===== src/rtl/fifo_flow_pkg.sv =====
// Shared types, default constants and the packed-level slice helper
// for the FIFO flow manager.
package fifo_flow_pkg;

    typedef enum logic [0:0] {
        FF_RUN   = 1'b0,
        FF_STALL = 1'b1
    } ff_state_t;

    localparam int DEF_DEPTH     = 16;
    localparam int DEF_AF_THRESH = DEF_DEPTH - 2;
    localparam int DEF_AE_THRESH = 1;
    localparam int DEF_HYST      = 2;

    // Widest level count and packed bus the slice helper can address.
    localparam int MAX_CNT_W = 16;
    localparam int LVL_BUS_W = 128;

    // Extract channel idx from a packed level bus with cnt_w bits per channel.
    function automatic logic [MAX_CNT_W-1:0] level_slice(
        input logic [LVL_BUS_W-1:0] bus,
        input int unsigned          idx,
        input int unsigned          cnt_w
    );
        logic [MAX_CNT_W-1:0] mask_v;
        mask_v = ~({MAX_CNT_W{1'b1}} << cnt_w);
        return MAX_CNT_W'(bus >> (idx * cnt_w)) & mask_v;
    endfunction

endpackage


===== src/rtl/fifo_ch_err.sv =====
// Per-channel overflow/underflow detection with sticky error flags.
// Set has priority over clear so no error event is lost.
module fifo_ch_err
    import fifo_flow_pkg::*;
#(
    parameter int CNT_W = 5,
    parameter int DEPTH = DEF_DEPTH
) (
    input  logic             clk,
    input  logic             rst_n,
    input  logic             en,
    input  logic             push,
    input  logic             pop,
    input  logic [CNT_W-1:0] level,
    input  logic             err_clr,
    output logic             ovf_next,
    output logic             udf_next,
    output logic             ovf_err,
    output logic             udf_err
);

    localparam logic [CNT_W-1:0] DEPTH_C = CNT_W'(DEPTH);
    localparam logic [CNT_W-1:0] ZERO_C  = CNT_W'(0);

    logic ovf_set_s;
    logic udf_set_s;
    logic ovf_r;
    logic udf_r;

    // Push without a matching pop at exactly full overflows; any pop at empty underflows.
    always_comb begin
        ovf_set_s = en & push & ~pop & (level == DEPTH_C);
        udf_set_s = en & pop & (level == ZERO_C);
        ovf_next  = ovf_set_s | (ovf_r & ~err_clr);
        udf_next  = udf_set_s | (udf_r & ~err_clr);
    end

    // Sticky error registers.
    always_ff @(posedge clk) begin
        if (!rst_n) begin
            ovf_r <= 1'b0;
            udf_r <= 1'b0;
        end else begin
            ovf_r <= ovf_next;
            udf_r <= udf_next;
        end
    end

    assign ovf_err = ovf_r;
    assign udf_err = udf_r;

endmodule


===== src/rtl/fifo_flow_manager.sv =====
// Registered FIFO ready-flag generator: full path with hysteresis,
// almost-empty path, channel masking and sticky error interrupt.
module fifo_flow_manager
    import fifo_flow_pkg::*;
#(
    parameter int NUM_CH    = 2,
    parameter int DEPTH     = DEF_DEPTH,
    parameter int CNT_W     = $clog2(DEPTH + 1),
    parameter int AF_THRESH = DEPTH - 2,
    parameter int HYST      = DEF_HYST,
    parameter int AE_THRESH = DEF_AE_THRESH
) (
    input  logic                    clk,
    input  logic                    rst_n,
    input  logic [NUM_CH*CNT_W-1:0] level,
    input  logic [NUM_CH-1:0]       push,
    input  logic [NUM_CH-1:0]       pop,
    input  logic [NUM_CH-1:0]       ch_en,
    input  logic                    err_clr,
    output logic                    fready_full,
    output logic                    fready_empty,
    output logic [NUM_CH-1:0]       ovf_err,
    output logic [NUM_CH-1:0]       udf_err,
    output logic                    irq
);

    localparam logic [CNT_W-1:0] AF_C  = CNT_W'(AF_THRESH);
    localparam logic [CNT_W-1:0] REL_C = CNT_W'(AF_THRESH - 1 - HYST);
    localparam logic [CNT_W-1:0] AE_C  = CNT_W'(AE_THRESH);

    logic [LVL_BUS_W-1:0] level_bus_s;
    logic [CNT_W-1:0]     ch_level_s [NUM_CH];
    logic [NUM_CH-1:0]    ovf_next_s;
    logic [NUM_CH-1:0]    udf_next_s;
    logic                 af_any_s;
    logic                 rel_all_s;
    logic                 ae_all_s;
    logic                 fe_next_s;
    ff_state_t            state_r;
    ff_state_t            state_next_s;
    logic                 fready_full_r;
    logic                 fready_empty_r;
    logic                 irq_r;

    assign level_bus_s = LVL_BUS_W'(level);

    genvar gi;
    generate
        for (gi = 0; gi < NUM_CH; gi++) begin : g_ch
            assign ch_level_s[gi] = CNT_W'(level_slice(level_bus_s, gi, CNT_W));

            fifo_ch_err #(
                .CNT_W (CNT_W),
                .DEPTH (DEPTH)
            ) u_err (
                .clk      (clk),
                .rst_n    (rst_n),
                .en       (ch_en[gi]),
                .push     (push[gi]),
                .pop      (pop[gi]),
                .level    (ch_level_s[gi]),
                .err_clr  (err_clr),
                .ovf_next (ovf_next_s[gi]),
                .udf_next (udf_next_s[gi]),
                .ovf_err  (ovf_err[gi]),
                .udf_err  (udf_err[gi])
            );
        end
    endgenerate

    // Reduce per-channel threshold compares over the enabled channels only.
    always_comb begin
        af_any_s  = 1'b0;
        rel_all_s = 1'b1;
        ae_all_s  = 1'b1;
        for (int i = 0; i < NUM_CH; i++) begin
            af_any_s  = af_any_s  | (ch_en[i] & (ch_level_s[i] >= AF_C));
            rel_all_s = rel_all_s & (~ch_en[i] | (ch_level_s[i] <= REL_C));
            ae_all_s  = ae_all_s  & (~ch_en[i] | (ch_level_s[i] >= AE_C));
        end
        fe_next_s = (|ch_en) & ae_all_s;
    end

    // Full-path next state: stall on almost-full, release only below the hysteresis band.
    always_comb begin
        state_next_s = state_r;
        if (ch_en == '0) begin
            state_next_s = FF_RUN;
        end else begin
            case (state_r)
                FF_RUN: begin
                    if (af_any_s) state_next_s = FF_STALL;
                    else          state_next_s = FF_RUN;
                end
                FF_STALL: begin
                    if (rel_all_s) state_next_s = FF_RUN;
                    else           state_next_s = FF_STALL;
                end
                default: state_next_s = FF_RUN;
            endcase
        end
    end

    // State and output registers; ready flags and irq follow the next-state values.
    always_ff @(posedge clk) begin
        if (!rst_n) begin
            state_r        <= FF_RUN;
            fready_full_r  <= 1'b1;
            fready_empty_r <= 1'b0;
            irq_r          <= 1'b0;
        end else begin
            state_r        <= state_next_s;
            fready_full_r  <= (state_next_s == FF_RUN);
            fready_empty_r <= fe_next_s;
            irq_r          <= |(ovf_next_s | udf_next_s);
        end
    end

    assign fready_full  = fready_full_r;
    assign fready_empty = fready_empty_r;
    assign irq          = irq_r;

endmodule


===== config.mk =====
export PLATFORM = sky130hd
export DESIGN_NAME = fifo_flow_manager
export DESIGN_NICKNAME = d
export VERILOG_FILES = /design/src/rtl/fifo_flow_pkg.sv /design/src/rtl/fifo_ch_err.sv /design/src/rtl/fifo_flow_manager.sv
export SDC_FILE = /design/constraint.sdc
export NUM_CORES = 1
export LEC_CHECK = 0
export ABC_AREA = 1
export CAP_MARGIN = 20
export CORE_AREA = 2 2 39 41
export CTS_CLUSTER_DIAMETER = 50
export DETAILED_ROUTE_END_ITERATION = 6
export DIE_AREA = 0 0 41 43
export GPL_TIMING_DRIVEN = 0
export PLACE_DENSITY = 0.73
export SETUP_SLACK_MARGIN = 0.5
export SLEW_MARGIN = 20
export SYNTH_ARGS = -nofsm -noshare
export SYNTH_HDL_FRONTEND = slang
export SYNTH_SLANG_ARGS = --single-unit

===== constraint.sdc =====
create_clock -name clk -period 1.8 [get_ports clk]
set_input_delay 0.18 -clock clk [delete_from_list [all_inputs] [get_ports clk]]
set_output_delay 0.18 -clock clk [all_outputs]
set_load 0.02 [all_outputs]

==> reports/summary.txt <==
final setup fails: 0
Antenna Cells: 0
Filler cells: 139
TritonRoute pass-1 iters: 3
internal power: 307.9 uW
largest net degree at the start of global routing: 7
Max Clk Rate: 0.8520 GHz
TritonCTS Buffers: 3
Clk pwr share: 32.9%
switching share of power: 23.21%
routed len/inst: 8.138 um
CTS H-tree lvls: 1
Clock transition at path regs: 0.05 ns
full die area: 1763 um^2
Max transition margin: 86.21%
synthesized cell area: 450.4 um^2
commonest non-fill, non-tap cells in the layout: nand2_1, clkdlybuf4s50_1, inv_1, nor2_1, dfxtp_1
CP max FO: 2
sequential area share after synthesis: 35.56%
IO Count: 26
DR iter-0 viols: 4
first-pass GRT wire length: 1628 um
TritonCTS clock tree: done
placed insts: 113
commonest non-fill, non-tap cell in the layout: nand2_1
Post-DP HPWL: 819 um
Fin Clk Skew: 0.004894 ns
Final period util: 65.21%
vias per cell: 4.267
Net Sw Power: 93.07 uW
Leak: 0.0003810 uW
Longest Clk Path Bufs: 2
endpoints failing hold: 0
global route total overflow: 0
#FFs+latches synth: 8
Die Ht: 43 um
CP arrival: 0.99 ns
slew of the pin with the lowest slew margin: 0.2076 ns
DRC Markers: 0
Post-Syn Nets: 91
Crit Path Class: flop to output port
# rows: 14
share of layout cells above drive strength 1: 13.00%
root buffer cell: clkbuf_4
Comb power frac: 21.0%
Final Net Count: 121
Die Span X: 41 um
Seq pwr share: 46.2%
Yosys cell types: 16
initial antenna violation count: 0
count of input and output buffers: 25
worst min path class: input port to flop
total negative slack: 0 ns
area of the core: 1384 um^2
CP Capture Type: output port
area grow syn2layout: 63.06%
max_cap viols: 0
nature of the critical path startpoint: flop
final cell count without fillers: 116
Final min period: 1.174 ns
Synth Area per Inst: 6.256 um^2
worst vdd ir: 0.0003333 V
Detail Route Antenna Nets: 0
Synth Warn #: 0
final wirelength: 944 um
Slew Viols, Final: 0
RSZ-0062 raised after global routing: false
Post-CTS Hold Buffers: 0
PD cells: 545.9 nW/um^2
GRT Total Usage: 13.71%
Worst-Skew Late Latency: 0.25 ns
vias in the first global route: 441
Worst EP required: 1.62 ns
post-synthesis cell count: 72
Final GP Congestion: 0.8419
run status: completed
clk sinks: 8
Starting Density: 32.55%
routed vias: 495
## Yosys cell counts
library cell	count	share of area (%)
nand2_2	1	1.4
nor3_1	1	1.1
dfxtp_1	8	36
nand2_1	19	16
nor2_1	12	10
buf_4	4	6.7
a21oi_2	1	1.9
nand3_1	3	3.3
inv_1	12	10
nand4_1	1	1.4
nor2_2	2	2.8
o21ai_0	2	2.2
inv_2	1	0.83
o211ai_1	1	1.7
a21oi_1	3	3.3
o21ai_2	1	1.9
## cells by family after synthesis
logic type / count (synthesis) / synth area share, %
AOI/OAI and AO/OA: 8 / 11.11
buffers and inverters: 17 / 17.50
DFF: 8 / 35.55
and+or+nand+nor: 39 / 35.83
## path summary, 6_finish.rpt
| check | startpoint | depth (start not counted) | slack, ns | to |
|---|---|---|---|---|
| max reg2reg | state_r | 6 | 0.94 | state_r |
| min reg2reg | g_ch[0].u_err.udf_err | 2 | 0.49 | g_ch[0].u_err.udf_err |
| min | rst_n | 2 | 0.47 | fready_full |
| max | g_ch[0].u_err.ovf_err | 2 | 0.63 | ovf_err[0] |
## critical path, stage by stage (launching register included)
cell and delay, ns:
dfxtp_1 0.33, buf_4 0.10, dlygate4sd2_1 0.31
## metal layers
metal / global-route usage (%) / routed length, um
met1: 15.64 / 397
met2: 20.94 / 474
met3: 4.712 / 71
met4: 8.000 / 0
met5: 0 / 0
## per-stage QoR
step | setup slack [ns] | util [%] | instance area (um^2) | hold slack [ns] | power [uW]
after floorplan | 1.016 | - | 450.4 | 0.2683 | 219.3
after global placement | 0.5425 | 52.08 | 720.7 | 0.4796 | 274.9
after detailed placement | 0.5302 | 52.08 | 720.7 | 0.4837 | 275.9
after CTS | 0.6041 | 53.07 | 734.5 | 0.4593 | 409.7
after global routing | 0.5773 | 53.07 | 734.5 | 0.4851 | 424.0
final | 0.6263 | 53.07 | 734.5 | 0.4671 | 400.9
## layout make-up
type / instances / area [um^2] / area share [%]
Timing Repair Buffer: 25 / 241.5 / 32.88
Buffer: 4 / 30.03 / 4.089
Tap cell: 16 / 20.02 / 2.726
Multi-Input combinational cell: 47 / 211.5 / 28.79
Clock buffer: 3 / 22.52 / 3.066
Inverter: 13 / 48.80 / 6.644
Sequential cell: 8 / 160.2 / 21.81
## registers in the layout, summed over array words and instances (netlist names)
register            flops
irq                     1
g_ch.u_err.udf_err      2
state_r                 1
fready_empty            1
fready_full             1
g_ch.u_err.ovf_err      2
## power groups by stage
stage / logic (uW) / clock network, uW / registers [uW]
after floorplan: 26.5 / 0 / 193
after global placement: 86.3 / 0 / 189
after detailed placement: 87.0 / 0 / 189
after CTS: 84.5 / 140 / 185
after global routing: 93.6 / 145 / 185
final: 84.1 / 132 / 185
## what timing repair did
item | CTS | global route
endpoints found under the setup margin | 7 | 0
gates resized for setup | 7 | 0
buffers inserted | 0 | 0
No activity file was read; power rests on OpenSTA's default activity.
